--- src/rtl/lsu32_pkg.sv ---
// Shared types and constants for the lsu32_rmw load/store initiator.
// Size codes, exception codes, FSM states and the alignment rule live here.
package lsu32_pkg;

  // Highest valid byte index of the attached data memory.
  localparam int unsigned ADDR_LIMIT = 1048575;

  localparam logic [1:0] SIZE_B = 2'd0;
  localparam logic [1:0] SIZE_H = 2'd1;
  localparam logic [1:0] SIZE_W = 2'd2;

  typedef enum logic [1:0] {
    EXC_NONE       = 2'd0,
    EXC_MISALIGNED = 2'd1,
    EXC_ACCESS     = 2'd2
  } exc_e;

  typedef enum logic [1:0] {
    IDLE  = 2'd0,
    READ  = 2'd1,
    WRITE = 2'd2,
    RESP  = 2'd3
  } state_e;

  // Size code 3 has no legal alignment and always reports misaligned.
  function automatic logic is_misaligned(input logic [1:0] size, input logic [1:0] offset);
    return ((size == SIZE_H) && offset[0]) ||
           ((size == SIZE_W) && (offset != 2'd0)) ||
           (size == 2'd3);
  endfunction

endpackage

--- src/rtl/lsu32_rmw_if.sv ---
// Core request/response and data-memory port bundle for lsu32_rmw.
// slave is the load/store unit's view; master is the core-plus-memory side.
interface lsu32_rmw_if;
  logic        in_req_valid;
  logic        out_req_ready;
  logic        in_req_write;
  logic [1:0]  in_req_size;
  logic        in_req_signed;
  logic [31:0] in_req_address;
  logic [31:0] in_req_data;

  logic        out_resp_valid;
  logic        in_resp_ready;
  logic [31:0] out_resp_data;
  logic [1:0]  out_resp_exception;

  logic [31:0] out_mem_read_address;
  logic [31:0] out_mem_write_address;
  logic        out_mem_write_enable;
  logic [31:0] out_mem_write_data;
  logic [31:0] in_mem_read_data;
  logic        in_mem_read_exception;
  logic        in_mem_write_exception;

  modport slave (
    input  in_req_valid, in_req_write, in_req_size, in_req_signed,
           in_req_address, in_req_data, in_resp_ready,
           in_mem_read_data, in_mem_read_exception, in_mem_write_exception,
    output out_req_ready, out_resp_valid, out_resp_data, out_resp_exception,
           out_mem_read_address, out_mem_write_address,
           out_mem_write_enable, out_mem_write_data
  );

  modport master (
    output in_req_valid, in_req_write, in_req_size, in_req_signed,
           in_req_address, in_req_data, in_resp_ready,
           in_mem_read_data, in_mem_read_exception, in_mem_write_exception,
    input  out_req_ready, out_resp_valid, out_resp_data, out_resp_exception,
           out_mem_read_address, out_mem_write_address,
           out_mem_write_enable, out_mem_write_data
  );
endinterface

--- src/rtl/lsu32_byte_lanes.sv ---
// Combinational lane logic: store merge into a memory word and
// load extraction with sign/zero extension.
module lsu32_byte_lanes
  import lsu32_pkg::*;
(
  input  logic [31:0] word,
  input  logic [31:0] store_data,
  input  logic [1:0]  offset,
  input  logic [1:0]  size,
  input  logic        is_signed,
  output logic [31:0] merged,
  output logic [31:0] load_data
);

  logic [31:0] shifted;

  always_comb begin
    merged = word;
    case (size)
      SIZE_B:  merged[{offset, 3'b000} +: 8]        = store_data[7:0];
      SIZE_H:  merged[{offset[1], 4'b0000} +: 16]   = store_data[15:0];
      default: merged                               = store_data;
    endcase
  end

  always_comb begin
    shifted = word >> {offset, 3'b000};
    case (size)
      SIZE_B:  load_data = {{24{is_signed & shifted[7]}}, shifted[7:0]};
      SIZE_H:  load_data = {{16{is_signed & shifted[15]}}, shifted[15:0]};
      default: load_data = shifted;
    endcase
  end

endmodule

--- src/rtl/lsu32_rmw.sv ---
// Load/store initiator: one request in flight, full-word memory accesses,
// read-modify-write for byte and half-word stores.
module lsu32_rmw
  import lsu32_pkg::*;
(
  input logic         CLK,
  input logic         RESET,
  lsu32_rmw_if.slave  bus
);

  state_e      state;
  logic [1:0]  off_q;
  logic [1:0]  size_q;
  logic        signed_q;
  logic        write_q;
  logic [31:0] data_q;
  logic [31:0] mem_addr_q;
  logic [31:0] wdata_q;
  logic        resp_valid_q;
  logic [31:0] resp_data_q;
  exc_e        resp_exc_q;

  logic [31:0] merged;
  logic [31:0] load_data;

  lsu32_byte_lanes u_lanes (
    .word       (bus.in_mem_read_data),
    .store_data (data_q),
    .offset     (off_q),
    .size       (size_q),
    .is_signed  (signed_q),
    .merged     (merged),
    .load_data  (load_data)
  );

  always_ff @(posedge CLK) begin
    if (RESET) begin
      state        <= IDLE;
      off_q        <= '0;
      size_q       <= SIZE_B;
      signed_q     <= 1'b0;
      write_q      <= 1'b0;
      data_q       <= '0;
      mem_addr_q   <= '0;
      wdata_q      <= '0;
      resp_valid_q <= 1'b0;
      resp_data_q  <= '0;
      resp_exc_q   <= EXC_NONE;
    end else begin
      case (state)
        IDLE: begin
          if (bus.in_req_valid) begin
            off_q    <= bus.in_req_address[1:0];
            size_q   <= bus.in_req_size;
            signed_q <= bus.in_req_signed;
            write_q  <= bus.in_req_write;
            data_q   <= bus.in_req_data;
            if (is_misaligned(bus.in_req_size, bus.in_req_address[1:0])) begin
              // No memory access: the address outputs keep their last value.
              resp_valid_q <= 1'b1;
              resp_data_q  <= '0;
              resp_exc_q   <= EXC_MISALIGNED;
              state        <= RESP;
            end else begin
              mem_addr_q <= {bus.in_req_address[31:2], 2'b00};
              if (bus.in_req_write && (bus.in_req_size == SIZE_W)) begin
                wdata_q <= bus.in_req_data;
                state   <= WRITE;
              end else begin
                state <= READ;
              end
            end
          end
        end

        READ: begin
          if (bus.in_mem_read_exception) begin
            resp_valid_q <= 1'b1;
            resp_data_q  <= '0;
            resp_exc_q   <= EXC_ACCESS;
            state        <= RESP;
          end else if (write_q) begin
            wdata_q <= merged;
            state   <= WRITE;
          end else begin
            resp_valid_q <= 1'b1;
            resp_data_q  <= load_data;
            resp_exc_q   <= EXC_NONE;
            state        <= RESP;
          end
        end

        WRITE: begin
          resp_valid_q <= 1'b1;
          resp_data_q  <= '0;
          resp_exc_q   <= bus.in_mem_write_exception ? EXC_ACCESS : EXC_NONE;
          state        <= RESP;
        end

        RESP: begin
          if (bus.in_resp_ready) begin
            resp_valid_q <= 1'b0;
            state        <= IDLE;
          end
        end

        default: state <= IDLE;
      endcase
    end
  end

  // Ready and the write strobe depend on same-cycle inputs (RESET, the
  // memory's write exception), so they are decoded from the registered state.
  assign bus.out_req_ready         = (state == IDLE) && !RESET;
  assign bus.out_mem_write_enable  = (state == WRITE) && !bus.in_mem_write_exception && !RESET;
  assign bus.out_mem_read_address  = mem_addr_q;
  assign bus.out_mem_write_address = mem_addr_q;
  assign bus.out_mem_write_data    = wdata_q;
  assign bus.out_resp_valid        = resp_valid_q;
  assign bus.out_resp_data         = resp_data_q;
  assign bus.out_resp_exception    = resp_exc_q;

endmodule

--- src/flat_wrapper.sv ---
// flat-port wrapper written by rule: the top's interface ports become plain ports
module lsu32_rmw_flat import lsu32_pkg::*;
  (CLK, RESET, bus_in_req_valid, bus_in_req_write, bus_in_req_size, bus_in_req_signed, bus_in_req_address, bus_in_req_data, bus_in_resp_ready, bus_in_mem_read_data, bus_in_mem_read_exception, bus_in_mem_write_exception, bus_out_req_ready, bus_out_resp_valid, bus_out_resp_data, bus_out_resp_exception, bus_out_mem_read_address, bus_out_mem_write_address, bus_out_mem_write_enable, bus_out_mem_write_data);
  lsu32_rmw_if bus_i ();
  input logic CLK;
  input logic RESET;
  input wire logic [$bits(bus_i.in_req_valid)-1:0] bus_in_req_valid;
  input wire logic [$bits(bus_i.in_req_write)-1:0] bus_in_req_write;
  input wire logic [$bits(bus_i.in_req_size)-1:0] bus_in_req_size;
  input wire logic [$bits(bus_i.in_req_signed)-1:0] bus_in_req_signed;
  input wire logic [$bits(bus_i.in_req_address)-1:0] bus_in_req_address;
  input wire logic [$bits(bus_i.in_req_data)-1:0] bus_in_req_data;
  input wire logic [$bits(bus_i.in_resp_ready)-1:0] bus_in_resp_ready;
  input wire logic [$bits(bus_i.in_mem_read_data)-1:0] bus_in_mem_read_data;
  input wire logic [$bits(bus_i.in_mem_read_exception)-1:0] bus_in_mem_read_exception;
  input wire logic [$bits(bus_i.in_mem_write_exception)-1:0] bus_in_mem_write_exception;
  output wire logic [$bits(bus_i.out_req_ready)-1:0] bus_out_req_ready;
  output wire logic [$bits(bus_i.out_resp_valid)-1:0] bus_out_resp_valid;
  output wire logic [$bits(bus_i.out_resp_data)-1:0] bus_out_resp_data;
  output wire logic [$bits(bus_i.out_resp_exception)-1:0] bus_out_resp_exception;
  output wire logic [$bits(bus_i.out_mem_read_address)-1:0] bus_out_mem_read_address;
  output wire logic [$bits(bus_i.out_mem_write_address)-1:0] bus_out_mem_write_address;
  output wire logic [$bits(bus_i.out_mem_write_enable)-1:0] bus_out_mem_write_enable;
  output wire logic [$bits(bus_i.out_mem_write_data)-1:0] bus_out_mem_write_data;
  assign bus_i.in_req_valid = bus_in_req_valid;
  assign bus_i.in_req_write = bus_in_req_write;
  assign bus_i.in_req_size = bus_in_req_size;
  assign bus_i.in_req_signed = bus_in_req_signed;
  assign bus_i.in_req_address = bus_in_req_address;
  assign bus_i.in_req_data = bus_in_req_data;
  assign bus_i.in_resp_ready = bus_in_resp_ready;
  assign bus_i.in_mem_read_data = bus_in_mem_read_data;
  assign bus_i.in_mem_read_exception = bus_in_mem_read_exception;
  assign bus_i.in_mem_write_exception = bus_in_mem_write_exception;
  assign bus_out_req_ready = bus_i.out_req_ready;
  assign bus_out_resp_valid = bus_i.out_resp_valid;
  assign bus_out_resp_data = bus_i.out_resp_data;
  assign bus_out_resp_exception = bus_i.out_resp_exception;
  assign bus_out_mem_read_address = bus_i.out_mem_read_address;
  assign bus_out_mem_write_address = bus_i.out_mem_write_address;
  assign bus_out_mem_write_enable = bus_i.out_mem_write_enable;
  assign bus_out_mem_write_data = bus_i.out_mem_write_data;
  lsu32_rmw u_core (.CLK(CLK), .RESET(RESET), .bus(bus_i));
endmodule
--- config.mk ---
export PLATFORM = sky130hd
export DESIGN_NAME = lsu32_rmw_flat
export DESIGN_NICKNAME = d
export VERILOG_FILES = /design/src/rtl/lsu32_pkg.sv /design/src/rtl/lsu32_rmw_if.sv /design/src/rtl/lsu32_byte_lanes.sv /design/src/rtl/lsu32_rmw.sv /design/src/flat_wrapper.sv
export SDC_FILE = /design/constraint.sdc
export NUM_CORES = 1
export LEC_CHECK = 0
export BUFFER_PORTS_ARGS = -buffer_cell sky130_fd_sc_hd__buf_2
export CORE_ASPECT_RATIO = 0.8
export CORE_UTILIZATION = 30
export CTS_CLUSTER_SIZE = 14
export DETAILED_ROUTE_END_ITERATION = 12
export PLACE_DENSITY = 0.64
export SETUP_SLACK_MARGIN = 0.1
export SYNTH_ARGS = -nofsm -noshare
export SYNTH_HDL_FRONTEND = slang
export SYNTH_SLANG_ARGS = --single-unit
--- constraint.sdc ---
create_clock -name CLK -period 2.5 [get_ports CLK]
set_clock_uncertainty 0.15 [all_clocks]
set_input_delay 0.25 -clock CLK [delete_from_list [all_inputs] [get_ports CLK]]
set_output_delay 0.25 -clock CLK [all_outputs]
set_load 0.005 [all_outputs]
==> results.py <==
metrics = {
    "logic_synthesis": {
        "synth_top_cell_area_share": 0.3749,
        "synth.largest_area_cell": "dfxtp_1",
        "synth_edf_count": 0,
        "yosysWarnings": 0,
        "syn_area_um2": 7316,
        "yosysMostFrequentCell": "nand2_1",
        "synth_cells": 890,
        "yosysSeqAreaShare": 0.3749,
        "synth.avg_cell_area_um2": 8.220,
        "synth_cell_type_count": 57,
        "synth.area.top_cells": "dfxtp_1 (37%), a21oi_1 (7.4%), nand2_1 (7.2%), a32o_1 (4.0%), mux2i_1 (3.7%)",
        "async_flop_share": 0,
        "synth-seq-cells": 137,
        "synth_ff_type": "dfxtp_1",
        "synthTopCellsByCount": "nand2_1 (140), dfxtp_1 (137), a21oi_1 (108)",
    },
    "final_layout": {
        "area_delta_synth_final_pct": 34.41,
        "finish.utilization": 0.4158,
        "final_nets": 1241,
        "diodes": 0,
        "layout-drive-gt1-share": 0.2970,
        "fillers": 2374,
        "layout.cells.non_filler": 1450,
        "final_area_um2": 9833,
    },
    "global_routing": {
        "grt_first_pass_wirelength_um": 42190,
        "overflow": 0,
        "grt_max_degree": 69,
        "grt_pass1_vias": 7201,
        "antenna_found_initial": 1,
        "track_usage": 0.2190,
    },
    "routing": {
        "drtIter0Drc": 811,
        "vias_per_cell": 5.427,
        "route.antenna.remaining_nets": 0,
        "wl_per_cell_um": 19.11,
        "via_count": 7869,
        "firstDrtPassIters": 5,
        "routed_wirelength_um": 27700,
        "drc": 0,
    },
    "run_status": {
        "outcome": "completed",
    },
    "timing": {
        "setup_violations": 0,
        "min_period_ns": 2.269,
        "slew_headroom": 0.1303,
        "max_clock_freq_mhz": 440.7,
        "rsz0062_at_grt": "false",
        "tightest_slew_ns": 1.302,
        "setup_slack_ns": 0.2307,
        "drv_slew": 0,
        "tns_ns": 0,
        "period_share": 0.9077,
        "hold_viol_final": 0,
    },
    "floorplan": {
        "fp.coreArea_um2": 23650,
        "start_util": 0.3094,
        "fp.dieW_um": 176.6,
        "num_rows": 50,
        "die_y_um": 141.7,
        "ioPinCount": 239,
        "dieArea_um2": 25020,
    },
    "placement": {
        "pre_cts_ws_ns": 0.08832,
        "placed_cell_area_um2": 8571,
        "dp.cells": 1351,
        "dp_hpwl_um": 19340,
        "io_buffers": 234,
        "gp_congestion": 0.9064,
    },
    "worst_setup_path": {
        "reg2reg_depth": 6,
        "cp.arrival_ns": 2.43,
        "rrSetupSlack_ns": 0.23,
        "crit_fanout": 32,
        "rr_endpoint": "u_core.bus.out_resp_data[22]$_SDFFE_PP0P_",
        "critPathRequiredTime_ns": 2.66,
        "end_kind": "flip-flop",
        "r2r_start": "u_core.off_q[1]$_SDFFE_PP0P_",
        "setup.worst_path.start_class": "flip-flop",
        "critPathKind": "flip-flop to flip-flop",
    },
    "power_and_ir_drop": {
        "p_leak_uw": 0.004064,
        "p_per_area_nw_per_um2": 865.8,
        "vdd_drop_max_uv": 453.6,
    },
    "clock_tree": {
        "cts.clk_slew.worst_paths_ns": 0.06,
        "clock_latency_ns": 0.42,
        "ctsHtreeMaxLevel": 4,
        "tritoncts": "built",
        "root_buffer": "clkbuf_16",
        "cts.sinks": 137,
        "cts_buffers": 17,
        "cts_buffer_depth": 2,
    },
    "flow_run": {
        "cap_violations": 0,
    },
    "hold_path": {
        "hold_path_class": "input port to flip-flop",
        "holdPathStages": 3,
        "hold_path_end": "u_core.size_q[1]$_SDFFE_PP0P_",
        "hp-start": "bus_in_req_size[1]",
    },
}
[power breakdown]
| group | leakage (µW) | switching (µW) | total, µW | internal (µW) |
|---|---|---|---|---|
| Sequential | 0.00111 | 309 | 2830 | 2520 |
| Combinational | 0.00269 | 1900 | 3150 | 1260 |
| Clock | 0.000263 | 1050 | 2530 | 1480 |
| Total | 0.00406 | 3260 | 8510 | 5260 |
[kinds of logic (layout without fill, tap and decap cells)]
kind of cell / count (synthesis) / after routing / synth area share
and+or+nand+nor: 275 / 275 / 0.1821
adders and majority gates: 10 / 10 / 0.01710
buffers and inverters: 131 / 376 / 0.08928
DFF: 137 / 137 / 0.3749
AOI/OAI and AO/OA: 302 / 302 / 0.2863
other: 1 / 4 / 0.0005126
muxes: 34 / 34 / 0.04977
[sequential cells by signal (all words and copies together) (netlist names)]
signal and cells:
u_core.bus.out_mem_read_address 30, u_core.bus.out_mem_write_data 32, u_core.bus.out_resp_data 32, u_core.bus.out_resp_exception 2, u_core.bus.out_resp_valid 1, u_core.data_q 32, u_core.off_q 2, u_core.signed_q 1
u_core.size_q 2, u_core.state 2, u_core.write_q 1
[metrics by stage]
stage                     total power (µW)  hold WS, ns
after CTS                             8502      0.02816
after global placement                5868       0.2949
final                                 8514      0.05789
after global routing                  8991      0.05413
after floorplan                       4811       0.2285
after detailed placement              5880       0.2977
[critical path, cell delays in order, from the launching register on]
cell       delay [ns]
dfxtp_2          0.36
buf_4            0.40
mux4_1           0.60
nand3_1          0.13
a2111oi_4        0.08
buf_4            0.22
a22o_1           0.21
[worst max path at each step]
stage,from,end,slack (ns),cells after the start
after floorplan,u_core.off_q[1]$_SDFFE_PP0P_,u_core.bus.out_mem_write_data[30]$_SDFFE_PP0P_,0.12,9
after global placement,u_core.state[0]$_SDFFE_PP0P_,u_core.bus.out_resp_data[19]$_SDFFE_PP0P_,0.17,6
after detailed placement,u_core.state[0]$_SDFFE_PP0P_,u_core.bus.out_resp_data[22]$_SDFFE_PP0P_,0.09,6
after CTS,u_core.size_q[1]$_SDFFE_PP0P_,u_core.bus.out_mem_write_data[15]$_SDFFE_PP0P_,0.17,5
after global routing,u_core.size_q[1]$_SDFFE_PP0P_,u_core.bus.out_mem_write_data[19]$_SDFFE_PP0P_,0.13,5
final,u_core.off_q[1]$_SDFFE_PP0P_,u_core.bus.out_resp_data[22]$_SDFFE_PP0P_,0.23,6
[cells in the final DEF, fill, tap and decap left out, types with 5 or more instances in the layout]
cell           netlist  layout
a22oi_1             20      20
nand2_1            140     138
a32o_1              29      29
clkbuf_16            0      17
dfxtp_1            137     136
ha_1                10      10
buf_4               34      25
nand3b_1             9       9
a32oi_1              5       5
o31ai_1              8       8
nor3b_1              5       5
o21ai_0             48      48
nand3_1             37      36
clkinvlp_4           0       6
nor2b_1             14      14
a22o_1              22      22
dlygate4sd3_1        0      67
a211oi_1            13      13
a221o_1             12      12
nor2_1              16      16
o221ai_1            19      19
buf_2               14     233
or2_2               26      26
mux2i_1             27      27
inv_1               12      12
nand2b_1             5       5
mux2_2               6       6
nand4_1              9       9
a21oi_1            108     107
[area by class of cell]
type,count,area (µm²),share of cell area
Sequential cell,137,2744,0.2790
Inverter,15,57.56,0.005853
Clock inverter,13,145.1,0.01476
Clock buffer,19,432.9,0.04403
Multi-Input combinational cell,625,3959,0.4026
Timing Repair Buffer,329,2105,0.2140
Tap cell,312,390.4,0.03970
[repair_timing]
item / CTS / global route
endpoints found under the hold margin: 67 / 0
setup buffers: 0 / 0
hold buffers: 67 / 0
resized for setup: 1 / 3
pin swaps: 0 / 0
endpoints found under the setup margin: 8 / 41
[layer usage]
layer,routed length [µm],part of all wire,GRT usage
met3,2482,0.090,0.05011
met4,661,0.024,0.08031
met5,17,0.00061,0
met2,12220,0.44,0.3311
met1,12320,0.44,0.3020
Note: power is estimated with default switching activity, not from simulation.
